==> config.mk <==
export PLATFORM = sky130hd
export DESIGN_NAME = alu_issue_ctrl
export DESIGN_NICKNAME = d
export VERILOG_FILES = /design/src/rtl/alu_issue_pkg.sv /design/src/rtl/alu_issue_regfile.sv /design/src/rtl/alu_issue_ctrl.sv
export SDC_FILE = /design/constraint.sdc
export NUM_CORES = 1
export LEC_CHECK = 0
export CAP_MARGIN = 20
export CORE_AREA = 2 2 89 91
export CTS_CLUSTER_SIZE = 30
export DETAILED_ROUTE_END_ITERATION = 7
export DIE_AREA = 0 0 91 93
export DONT_BUFFER_PORTS = 1
export SYNTH_ARGS = -nofsm -noshare
export SYNTH_HDL_FRONTEND = slang
export SYNTH_HIERARCHICAL = 1
export SYNTH_SLANG_ARGS = --single-unit
==> constraint.sdc <==
create_clock -name clk -period 4.3 [get_ports clk]
set_input_delay 0.86 -clock clk [delete_from_list [all_inputs] [get_ports clk]]
set_output_delay 0.86 -clock clk [all_outputs]
set_load 0.1 [all_outputs]
==> src/rtl/alu_issue_pkg.sv <==
// Shared definitions for the ALU issue/writeback controller: opcodes,
// FSM states and instruction field positions.
package alu_issue_pkg;

  localparam logic [2:0] OP_AND = 3'b000;
  localparam logic [2:0] OP_ADD = 3'b001;
  localparam logic [2:0] OP_SUB = 3'b010;
  localparam logic [2:0] OP_OR  = 3'b011;
  localparam logic [2:0] OP_XOR = 3'b100;
  localparam logic [2:0] OP_SHL = 3'b101;
  localparam logic [2:0] OP_SHR = 3'b110;
  localparam logic [2:0] OP_LDI = 3'b111;

  typedef enum logic [1:0] {
    IDLE = 2'd0,
    READ = 2'd1,
    EXEC = 2'd2,
    WB   = 2'd3
  } state_t;

  localparam int INSTR_W  = 11;
  localparam int F_USE_C  = 10;
  localparam int F_SET_F  = 9;
  localparam int F_OP_HI  = 8;
  localparam int F_OP_LO  = 6;
  localparam int F_RD_HI  = 5;
  localparam int F_RD_LO  = 4;
  localparam int F_RS1_HI = 3;
  localparam int F_RS1_LO = 2;
  localparam int F_RS2_HI = 1;
  localparam int F_RS2_LO = 0;

  // Position of each flag inside flags_nzcv = {N,Z,C,V}.
  localparam int FLAG_N = 3;
  localparam int FLAG_Z = 2;
  localparam int FLAG_C = 1;
  localparam int FLAG_V = 0;

  localparam int NUM_REGS = 4;

endpackage

==> src/rtl/alu_issue_regfile.sv <==
// Four-entry register file: one synchronous write port, three
// combinational read ports (two operands plus a debug tap).
module alu_issue_regfile
  import alu_issue_pkg::*;
#(
  parameter int WIDTH = 3
) (
  input  logic             clk,
  input  logic             rst,
  input  logic             we,
  input  logic [1:0]       waddr,
  input  logic [WIDTH:0]   wdata,
  input  logic [1:0]       raddr1,
  output logic [WIDTH:0]   rdata1,
  input  logic [1:0]       raddr2,
  output logic [WIDTH:0]   rdata2,
  input  logic [1:0]       dbg_addr,
  output logic [WIDTH:0]   dbg_rdata
);

  logic [WIDTH:0] mem [NUM_REGS];

  always_ff @(posedge clk or posedge rst) begin
    if (rst) begin
      for (int i = 0; i < NUM_REGS; i++) begin
        mem[i] <= '0;
      end
    end else if (we) begin
      mem[waddr] <= wdata;
    end
  end

  assign rdata1    = mem[raddr1];
  assign rdata2    = mem[raddr2];
  assign dbg_rdata = mem[dbg_addr];

endmodule

==> src/rtl/alu_issue_ctrl.sv <==
// Multi-cycle execute unit wrapped around an external combinational ALU:
// IDLE accepts, READ fetches operands, EXEC captures the ALU, WB commits.
module alu_issue_ctrl
  import alu_issue_pkg::*;
#(
  parameter int WIDTH = 3
) (
  input  logic               clk,
  input  logic               rst,
  input  logic               instr_valid,
  input  logic [INSTR_W-1:0] instr,
  output logic               instr_ready,
  output logic [WIDTH:0]     alu_a,
  output logic [WIDTH:0]     alu_b,
  output logic [2:0]         alu_op,
  output logic               alu_ci,
  input  logic [WIDTH:0]     alu_out,
  input  logic               alu_n,
  input  logic               alu_z,
  input  logic               alu_c,
  input  logic               alu_v,
  output logic               done,
  output logic [WIDTH:0]     result,
  output logic [3:0]         flags_nzcv,
  input  logic [1:0]         dbg_sel,
  output logic [WIDTH:0]     dbg_data
);

  localparam int DW    = WIDTH + 1;
  localparam int IMM_W = (DW < 4) ? DW : 4;

  // Handshake: an instruction transfers on a rising edge where
  // instr_valid && instr_ready; ready is high only in IDLE and the source
  // must hold instr stable until it transfers.

  state_t             state_q, state_d;
  logic [INSTR_W-1:0] instr_q;
  logic [WIDTH:0]     cap_val;
  logic [3:0]         cap_flags;

  logic               use_c, set_f;
  logic [2:0]         op;
  logic [1:0]         rd, rs1, rs2;
  logic [3:0]         imm4;
  logic [WIDTH:0]     imm;
  logic [WIDTH:0]     rd1_data, rd2_data;
  logic               wb_we;

  assign use_c = instr_q[F_USE_C];
  assign set_f = instr_q[F_SET_F];
  assign op    = instr_q[F_OP_HI:F_OP_LO];
  assign rd    = instr_q[F_RD_HI:F_RD_LO];
  assign rs1   = instr_q[F_RS1_HI:F_RS1_LO];
  assign rs2   = instr_q[F_RS2_HI:F_RS2_LO];
  assign imm4  = {rs1, rs2};

  // LDI immediate: zero-extended, or truncated on narrow data paths.
  always_comb begin
    imm = '0;
    imm[IMM_W-1:0] = imm4[IMM_W-1:0];
  end

  alu_issue_regfile #(.WIDTH(WIDTH)) u_regfile (
    .clk       (clk),
    .rst       (rst),
    .we        (wb_we),
    .waddr     (rd),
    .wdata     (cap_val),
    .raddr1    (rs1),
    .rdata1    (rd1_data),
    .raddr2    (rs2),
    .rdata2    (rd2_data),
    .dbg_addr  (dbg_sel),
    .dbg_rdata (dbg_data)
  );

  always_ff @(posedge clk or posedge rst) begin
    if (rst) begin
      state_q <= IDLE;
    end else begin
      state_q <= state_d;
    end
  end

  always_comb begin
    state_d     = state_q;
    instr_ready = 1'b0;
    done        = 1'b0;
    wb_we       = 1'b0;
    case (state_q)
      IDLE: begin
        instr_ready = 1'b1;
        if (instr_valid) begin
          state_d = READ;
        end
      end
      READ: state_d = EXEC;
      EXEC: state_d = WB;
      WB: begin
        done    = 1'b1;
        wb_we   = 1'b1;
        state_d = IDLE;
      end
      default: state_d = IDLE;
    endcase
  end

  always_ff @(posedge clk or posedge rst) begin
    if (rst) begin
      instr_q    <= '0;
      alu_a      <= '0;
      alu_b      <= '0;
      alu_op     <= '0;
      alu_ci     <= 1'b0;
      cap_val    <= '0;
      cap_flags  <= '0;
      result     <= '0;
      flags_nzcv <= '0;
    end else begin
      case (state_q)
        IDLE: begin
          if (instr_valid) begin
            instr_q <= instr;
          end
        end
        READ: begin
          alu_a  <= rd1_data;
          alu_b  <= rd2_data;
          alu_op <= op;
          alu_ci <= use_c ? flags_nzcv[FLAG_C] : 1'b0;
        end
        EXEC: begin
          cap_val   <= (op == OP_LDI) ? imm : alu_out;
          cap_flags <= {alu_n, alu_z, alu_c, alu_v};
        end
        WB: begin
          result <= cap_val;
          // LDI never touches the flags, even with set_f.
          if (set_f && (op != OP_LDI)) begin
            flags_nzcv <= cap_flags;
          end
        end
        default: ;
      endcase
    end
  end

endmodule

Word level (Yosys, flattened, before mapping). Index checks and enable logic that the tools add are counted.

Bits in registers: 57. Logic and storage cells: 52.

Order comparisons: 5. Equal/unequal tests: 6. Muxes and demuxes: 18. Bitwise gates (word level): 4. Reductions and logical operators: 5.

Operators by type and width (count): $mux W4 (8); $bmux W4 S2 (3); $bwmux W16 (1); $ge A3 B3 Y1 const B (4); $not A2 Y3 (4); $demux W4 S2 (1); $pmux W2 S4 (1); $eq A2 B2 Y1 const B (2); $reduce_and A2 Y1 (2); $eq A3 B3 Y1 const B (1); $lt A3 B1 Y1 const B (1); $mux W1 (3); $ne A3 B3 Y1 const B (1); $eq A2 B1 Y1 const B (1); $logic_and A1 B1 Y1 (2); $logic_not A2 Y1 (1); $mux W2 (1); $ne A2 B2 Y1 const B (1).

Logic depth before layout (Yosys ltp). Gate-level depths: netlist of run 1.

Depth after elaboration: 6. Mapped depth: 5.

By module. The synthesis of run 1 kept the hierarchy.

By module, submodules not included: alu_issue_ctrl (times used 1, cells an instance 109, area each 1672.9 µm², sequential area each 1026.0 µm²); alu_issue_regfile (times used 1, cells an instance 49, area each 904.6 µm², sequential area each 400.4 µm²).

Worst setup path before layout of run 1. No wires, ideal clock.

Path type: input to output. Start point: input port dbg_sel[0]. End point: output port dbg_data[0]. Arrival: 1833 ps. Slack: 1607 ps. Stages: 1. Buffers on the path: 0. Cell sequence: mux4_1.

Longest elaborated chain between the ends: 4.

RTL lines: start: declaration (line alu_issue_ctrl.sv:25) `input logic [1:0] dbg_sel,`; $not A2 Y3 (not written as such) (line alu_issue_regfile.sv:35) `assign dbg_rdata = mem[dbg_addr];`; $bmux W4 S2 (line alu_issue_regfile.sv:35); $mux W4 (not written as such) (2 in a row) (line alu_issue_regfile.sv:35); end: declaration (line alu_issue_ctrl.sv:26) `output logic [WIDTH:0] dbg_data`.

Every way passes these cells. The select of a mux whose other input is x is not followed.

Final worst setup path of run 1. Ends and elaborated chain as after synthesis.

==> parameters.txt, run 1 <==
Parameter                              Value

Status
  Status    finished, final reports clean

Critical path
  Maximum net fanout on the critical path    4
  Path depth of the worst reg2reg path    4
  Total buffers and inverters traversed by the critical path    0
  Slack of the worst reg-to-reg path    1.75 ns
  Type of element capturing the critical path    output port
  Critical Path Start    dbg_sel[0]
  Kind of critical path    in -> out
  Startpoint kind of the worst setup timing path    input port
  Kind of cell adding the most delay to the critical path    multiplexers
  Worst-path cell with the longest stage delay    sky130_fd_sc_hd__mux4_1
  CP max stage delay    a little under 1 ns
  Worst reg2reg path endpoint    instr_q[3]$_DFFE_PP0P_
  Worst reg2reg startpoint    state_q[0]$_DFFE_PP0P_
  Arrival time worst endpoint    approximately 1.8 ns
  Required @ worst endpoint    ~3.4 ns
  Ordered cell list for the critical path    mux4_1
  Number of cells on the critical path    1
  Timing endpoint of the critical path    dbg_data[0]

Synthesis
  Most common library cells after synthesis    57 x sky130_fd_sc_hd__dfrtp_1, 47 x sky130_fd_sc_hd__mux2_2, 9 x sky130_fd_sc_hd__mux4_2
  Flip-flop and latch count after synthesis    between 50 and 60
  Most area-consuming cells after synthesis    sky130_fd_sc_hd__dfrtp_1 55%, sky130_fd_sc_hd__mux2_2 21%, sky130_fd_sc_hd__mux4_2 7.9%
  Adder-cell area share of the yosys netlist    2.43%
  Portion of netlist area occupied by mux cells    between 30% and 40%
  Number of unique standard cell types used by synthesis    21
  Post-synthesis net count    between 150 and 200
  Ys Warns    6
  Number of synthesized flops with an enable pin    0
  Post-Synthesis Cells    approximately 160
  Share of the yosys chip area belonging to registers    a little under three fifths
  Leading cell type by number of instances after synthesis    sky130_fd_sc_hd__dfrtp_1
  Average cell area after synthesis    approximately 16 um^2
  Synthesized cell area    roughly 2600 um^2
  Main combinational cell family by area after synthesis    multiplexers
  Synth area leader    sky130_fd_sc_hd__dfrtp_1
  Post-synth ARST share    between 90% and 100%
  Simple-gate share of the synthesized area    between 3 and 4%
  Synthesized-area fraction occupied by xor and xnor cells    0%
  Compound-cell area share of the yosys netlist    about 1.2%
  Flip-flop cell with the highest count after synthesis    sky130_fd_sc_hd__dfrtp_1
  Synth top area share    between 50% and 60%

Drt
  Total routed wirelength    approximately 5.3 mm
  Number of nets with antenna violations after routing    0
  Vias per std cell    about 5.1
  Drt drc    0
  1st-iter DRT viols    68
  Total vias in the final route    around 1400
  Count of TritonRoute iterations in the first routing pass    4
  Per-cell routed wire length    approximately 19 um

Timing
  Setup total negative slack    0 ns
  Fin crit period    around 2.7 ns
  Setup repair after global routing missed its margin    false
  Final count of negative-setup-slack endpoints    0
  Period Utilization, post-route    a little over three fifths
  Remaining max-slew budget at the tightest pin    23.3%
  Hold Violations, Final    0
  Clk_skew    between 0.005 and 0.006 ns
  Slew at the pin closest to its max-slew limit    about 1.2 ns
  Final-report max-slew violation count    0
  Maximum operating frequency    roughly 370 MHz

Global route
  Antenna violations before repair    0
  Global-route usage over all layers    13.2%
  Overall overflow remaining after global route    0
  Wire length of the first global-routing pass    roughly 8.3 mm
  Maximum number of pins on one net before global-route repair    33
  Via count of the first global-routing pass    around 1500

CTS
  Post-CTS repair timing setup buffer count    0
  Maximum buffer depth of the clock tree    2
  Hold-fix buffers at CTS    0
  Insertion delay to the later sink of the worst-skew pair    ~0.33 ns
  Sink count of the clock tree    57
  Root buffer cell    sky130_fd_sc_hd__clkbuf_8
  Post-cts repair resize count    0
  Clk pin slew, worst setup/hold paths    0.06 ns
  Number of levels the H-tree was split into    3
  CTS tree    built
  Number of CTS-inserted buffers    9

Hold path
  Classification of the worst-slack hold path    in -> async

Floorplan
  Placeable core region    around 7500 um^2
  Starting density of the core    around a third
  Die width    91 um
  Area of the die    ~8500 um^2
  I/O pin count    50
  Height of the die    about 93 um
  Placement row count    32

Finish
  Area growth from synthesis to final layout    12.9%
  # nets final    approximately 200
  Ratio of cells with drive above 1 in the final layout    46.2%
  Count of antenna diodes in the layout    0

Place
  Global placement routability congestion    about 0.75
  IO Port Bufs    0
  Detailed placer's ending HPWL    roughly 4 mm

Run
  Maximum Capacitance Violations    0
## worst min-delay path by stage
stage,from,to,slack [ns]
6_report,rst,instr_q[5]$_DFFE_PP0P_,0.42
5_1_grt,rst,alu_a[1]$_DFFE_PP0N_,0.43
4_1_cts,rst,instr_q[5]$_DFFE_PP0P_,0.43
3_5_place_dp,cap_flags[0]$_DFFE_PP0N_,flags_nzcv[0]$_DFFE_PP0P_,0.49
3_3_place_gp,cap_flags[1]$_DFFE_PP0N_,flags_nzcv[1]$_DFFE_PP0P_,0.49
2_1_floorplan,instr_q[10]$_DFFE_PP0P_,alu_ci$_DFFE_PP0N_,0.48
## final cells by class
class,count,area (um^2)
Clock buffer,14,173
Clock inverter,2,35.0
Fill cell,737,4620
Inverter,5,18.8
Multi-Input combinational cell,92,1110
Sequential cell,57,1430
Tap cell,102,128
Timing Repair Buffer,3,22.5
## sequential cells by signal, indices dropped and copies added, names as in the netlist
signal and flops:
u_regfile/mem 16, instr_q 11, alu_a 4, alu_b 4, cap_flags 4, cap_val 4, flags_nzcv 4, result 4
alu_op 3, state_q 2, alu_ci 1
## metal layers
layer  up-vias  share of wire, %  GRT usage (%)
li1        605                 -              -
met1       739                37           14.1
met2        41                54           22.7
met3         9               6.0           4.19
met4         0               2.0           8.46
met5         -                 0              0
## logic make-up after synthesis
family / count (synthesis)
adders and majority gates: 5
DFF: 57
buffers and inverters: 9
AOI/OAI and AO/OA: 6
and+or+nand+nor: 14
muxes: 67
## through the flow
step	std cells	area [um^2]	setup WS, ns	hold slack (ns)	util (%)
global placement	259	2700	1.60	0.488	35.9
global route	275	2910	1.60	0.431	38.6
CTS	275	2910	1.60	0.425	38.6
detailed placement	259	2700	1.60	0.491	35.9
floorplan	158	2580	1.61	0.475	-
finish	275	2910	1.60	0.422	38.6
## cells in the final DEF (no fill, tap or decap), types with 2 or more instances in the layout
cell / count
sky130_fd_sc_hd__dfrtp_1: 57
sky130_fd_sc_hd__mux2_2: 47
sky130_fd_sc_hd__clkbuf_8: 12
sky130_fd_sc_hd__mux4_2: 9
sky130_fd_sc_hd__inv_1: 5
sky130_fd_sc_hd__a21oi_1: 5
sky130_fd_sc_hd__ha_1: 5
sky130_fd_sc_hd__mux2i_1: 4
sky130_fd_sc_hd__nor2_1: 4
sky130_fd_sc_hd__mux2_4: 4
sky130_fd_sc_hd__buf_4: 3
sky130_fd_sc_hd__mux4_1: 3
sky130_fd_sc_hd__nand3_1: 2
sky130_fd_sc_hd__clkbuf_1: 2
sky130_fd_sc_hd__nand3b_1: 2
Power of run 1 is left out: the tool's default activity adds up to more than one toggle a clock period on the data nets, which glitch-free logic cannot reach.
==> run 2: changes to the inputs <==
- clock period: 4.3 -> 2.45 ns (I/O delays scaled with it)
==> parameters.txt, run 2 (synthesis results as in run 1) <==
Parameter                              Value

Status
  Status    finished, final reports clean

Critical path
  Required @ worst endpoint    1.96 ns (-1.48 ns)
  Ordered cell list for the critical path    mux4_2
  Arrival time worst endpoint    1.52 ns (-0.32 ns)
  Kind of cell adding the most delay to the critical path    multiplexers
  Maximum net fanout on the critical path    4 (unchanged)
  Type of element capturing the critical path    output port
  Startpoint kind of the worst setup timing path    flop
  Worst-path cell with the longest stage delay    sky130_fd_sc_hd__mux4_2
  Kind of critical path    reg -> out
  CP max stage delay    0.76 ns (-0.22 ns)
  Total buffers and inverters traversed by the critical path    0 (unchanged)

Global route
  Via count of the first global-routing pass    1505 (+0.74%)
  Wire length of the first global-routing pass    8.49 mm (+2.2%)
  Antenna violations before repair    0 (unchanged)
  Maximum number of pins on one net before global-route repair    17 (-48%)
  Overall overflow remaining after global route    0 (unchanged)
  Global-route usage over all layers    13.5% (+0.35 points)

Place
  Detailed placer's ending HPWL    4.02 mm (+1.1%)
  Global placement routability congestion    0.755 (+0.65%)
  IO Port Bufs    0 (unchanged)
  Worst setup timing slack at the placement stage    0.703 ns (-0.895 ns)
  Post-Place Cell Area    2720 um^2 (+0.83%)

Finish
  Most frequent standard cell in the layout excluding fill and tap cells    sky130_fd_sc_hd__dfrtp_1
  Finished layout cell area    2910 um^2 (+0.13%)
  Leading registers by flop count    u_regfile/mem: 16 flops, instr_q: 11 flops
  Biggest register    u_regfile/mem
  Count of antenna diodes in the layout    0 (unchanged)
  Commonest non-fill, non-tap cells in the layout    57 x sky130_fd_sc_hd__dfrtp_1, 47 x sky130_fd_sc_hd__mux2_2, 10 x sky130_fd_sc_hd__clkbuf_8, 9 x sky130_fd_sc_hd__mux4_2, 6 x sky130_fd_sc_hd__buf_4
  Largest register FFs    16 (unchanged)
  Ratio of cells with drive above 1 in the final layout    46.6% (+0.35 points)
  Area growth from synthesis to final layout    13.0%
  # nets final    200 (+1.5%)

Drt
  1st-iter DRT viols    43 (-37%)
  Total routed wirelength    5.32 mm (+1.3%)
  Drt drc    0 (unchanged)
  Total vias in the final route    1389 (-0.36%)
  Number of nets with antenna violations after routing    0 (unchanged)
  Count of TritonRoute iterations in the first routing pass    4 (unchanged)
  Vias per std cell    5.00 (-1.4%)
  Per-cell routed wire length    19.1 um (+0.16%)

Timing
  Remaining max-slew budget at the tightest pin    37.2% (+14 points)
  Final-report max-slew violation count    0 (unchanged)
  Hold Violations, Final    0 (unchanged)
  Clk_skew    0.00989 ns (+0.00421 ns)
  Post-Route Hold Slack    0.118 ns (-0.305 ns)
  Setup total negative slack    0 ns (unchanged)
  Maximum operating frequency    498 MHz
  Setup repair after global routing missed its margin    false
  Period Utilization, post-route    81.9%
  Final count of negative-setup-slack endpoints    0 (unchanged)
  Setup slack after layout    0.444 ns (-1.16 ns)
  Fin crit period    roughly 2 ns
  Slew at the pin closest to its max-slew limit    0.942 ns (-0.209 ns)

CTS
  Number of levels the H-tree was split into    3 (unchanged)
  Hold-fix buffers at CTS    0 (unchanged)
  Number of CTS-inserted buffers    9 (unchanged)
  Clk pin slew, worst setup/hold paths    0.06 ns (about the same)
  Maximum buffer depth of the clock tree    2 (unchanged)
  CTS tree    built
  Post-cts repair resize count    0 (unchanged)
  Post-CTS repair timing setup buffer count    0 (unchanged)
  Sink count of the clock tree    57 (unchanged)
  Root buffer cell    sky130_fd_sc_hd__clkbuf_8
  Insertion delay to the later sink of the worst-skew pair    0.32 ns (about the same)

Floorplan
  Starting density of the core    34.2% (unchanged)
  Placement row count    32 (unchanged)
  Area of the die    8460 um^2 (unchanged)
  Placeable core region    7530 um^2 (unchanged)
  Height of the die    93 um (unchanged)
  Die width    91 um (unchanged)
  I/O pin count    50 (unchanged)

Hold path
  Classification of the worst-slack hold path    in -> async

Run
  Maximum Capacitance Violations    0 (unchanged)
==> run 2: cell types whose count changed in the layout (fill, tap and decap cells not counted) <==
cell and delta:
sky130_fd_sc_hd__clkbuf_1 +1, sky130_fd_sc_hd__clkbuf_8 -2, sky130_fd_sc_hd__clkinv_2 +1, sky130_fd_sc_hd__buf_4 +3
==> run 2: final timing paths <==
check	from	to	slack, ns	cells past startpoint
hold reg to reg	instr_q[9]$_DFFE_PP0P_	instr_q[9]$_DFFE_PP0P_	0.51	1
max in group asynchronous	rst	alu_ci$_DFFE_PP0N_	1.65	2
setup reg to reg	state_q[1]$_DFFE_PP0P_	u_regfile/mem[13]$_DFFE_PP0P_	0.74	3
setup / recovery	u_regfile/mem[7]$_DFFE_PP0P_	dbg_data[3]	0.44	1
hold / removal	rst	u_regfile/mem[14]$_DFFE_PP0P_	0.12	1
min in group clk	instr[9]	instr_q[9]$_DFFE_PP0P_	0.31	1
==> run 2: per-layer routing <==
layer	track usage (%)	vias up	share of wire, %
li1	-	613	-
met1	15.1	724	39
met2	23.0	37	52
met3	4.03	15	5.1
met4	8.21	0	3.5
met5	0	-	0
==> run 2: metrics by stage <==
stage               cells  utilization, %
finish                278            38.7
global route          278            38.7
CTS                   278            38.7
floorplan             158               -
detailed placement    262            36.2
global placement      262            36.2
==> run 2: area by class of cell <==
type	count	area (um^2)
clock buffers	13	149
clock inverters	3	40.0
fillers	712	4610
inverters	5	18.8
multi-input cells	92	1110
flip-flops and latches	57	1430
well taps	102	128
repair buffers	6	45.0
Power of run 2 is left out for the same reason.
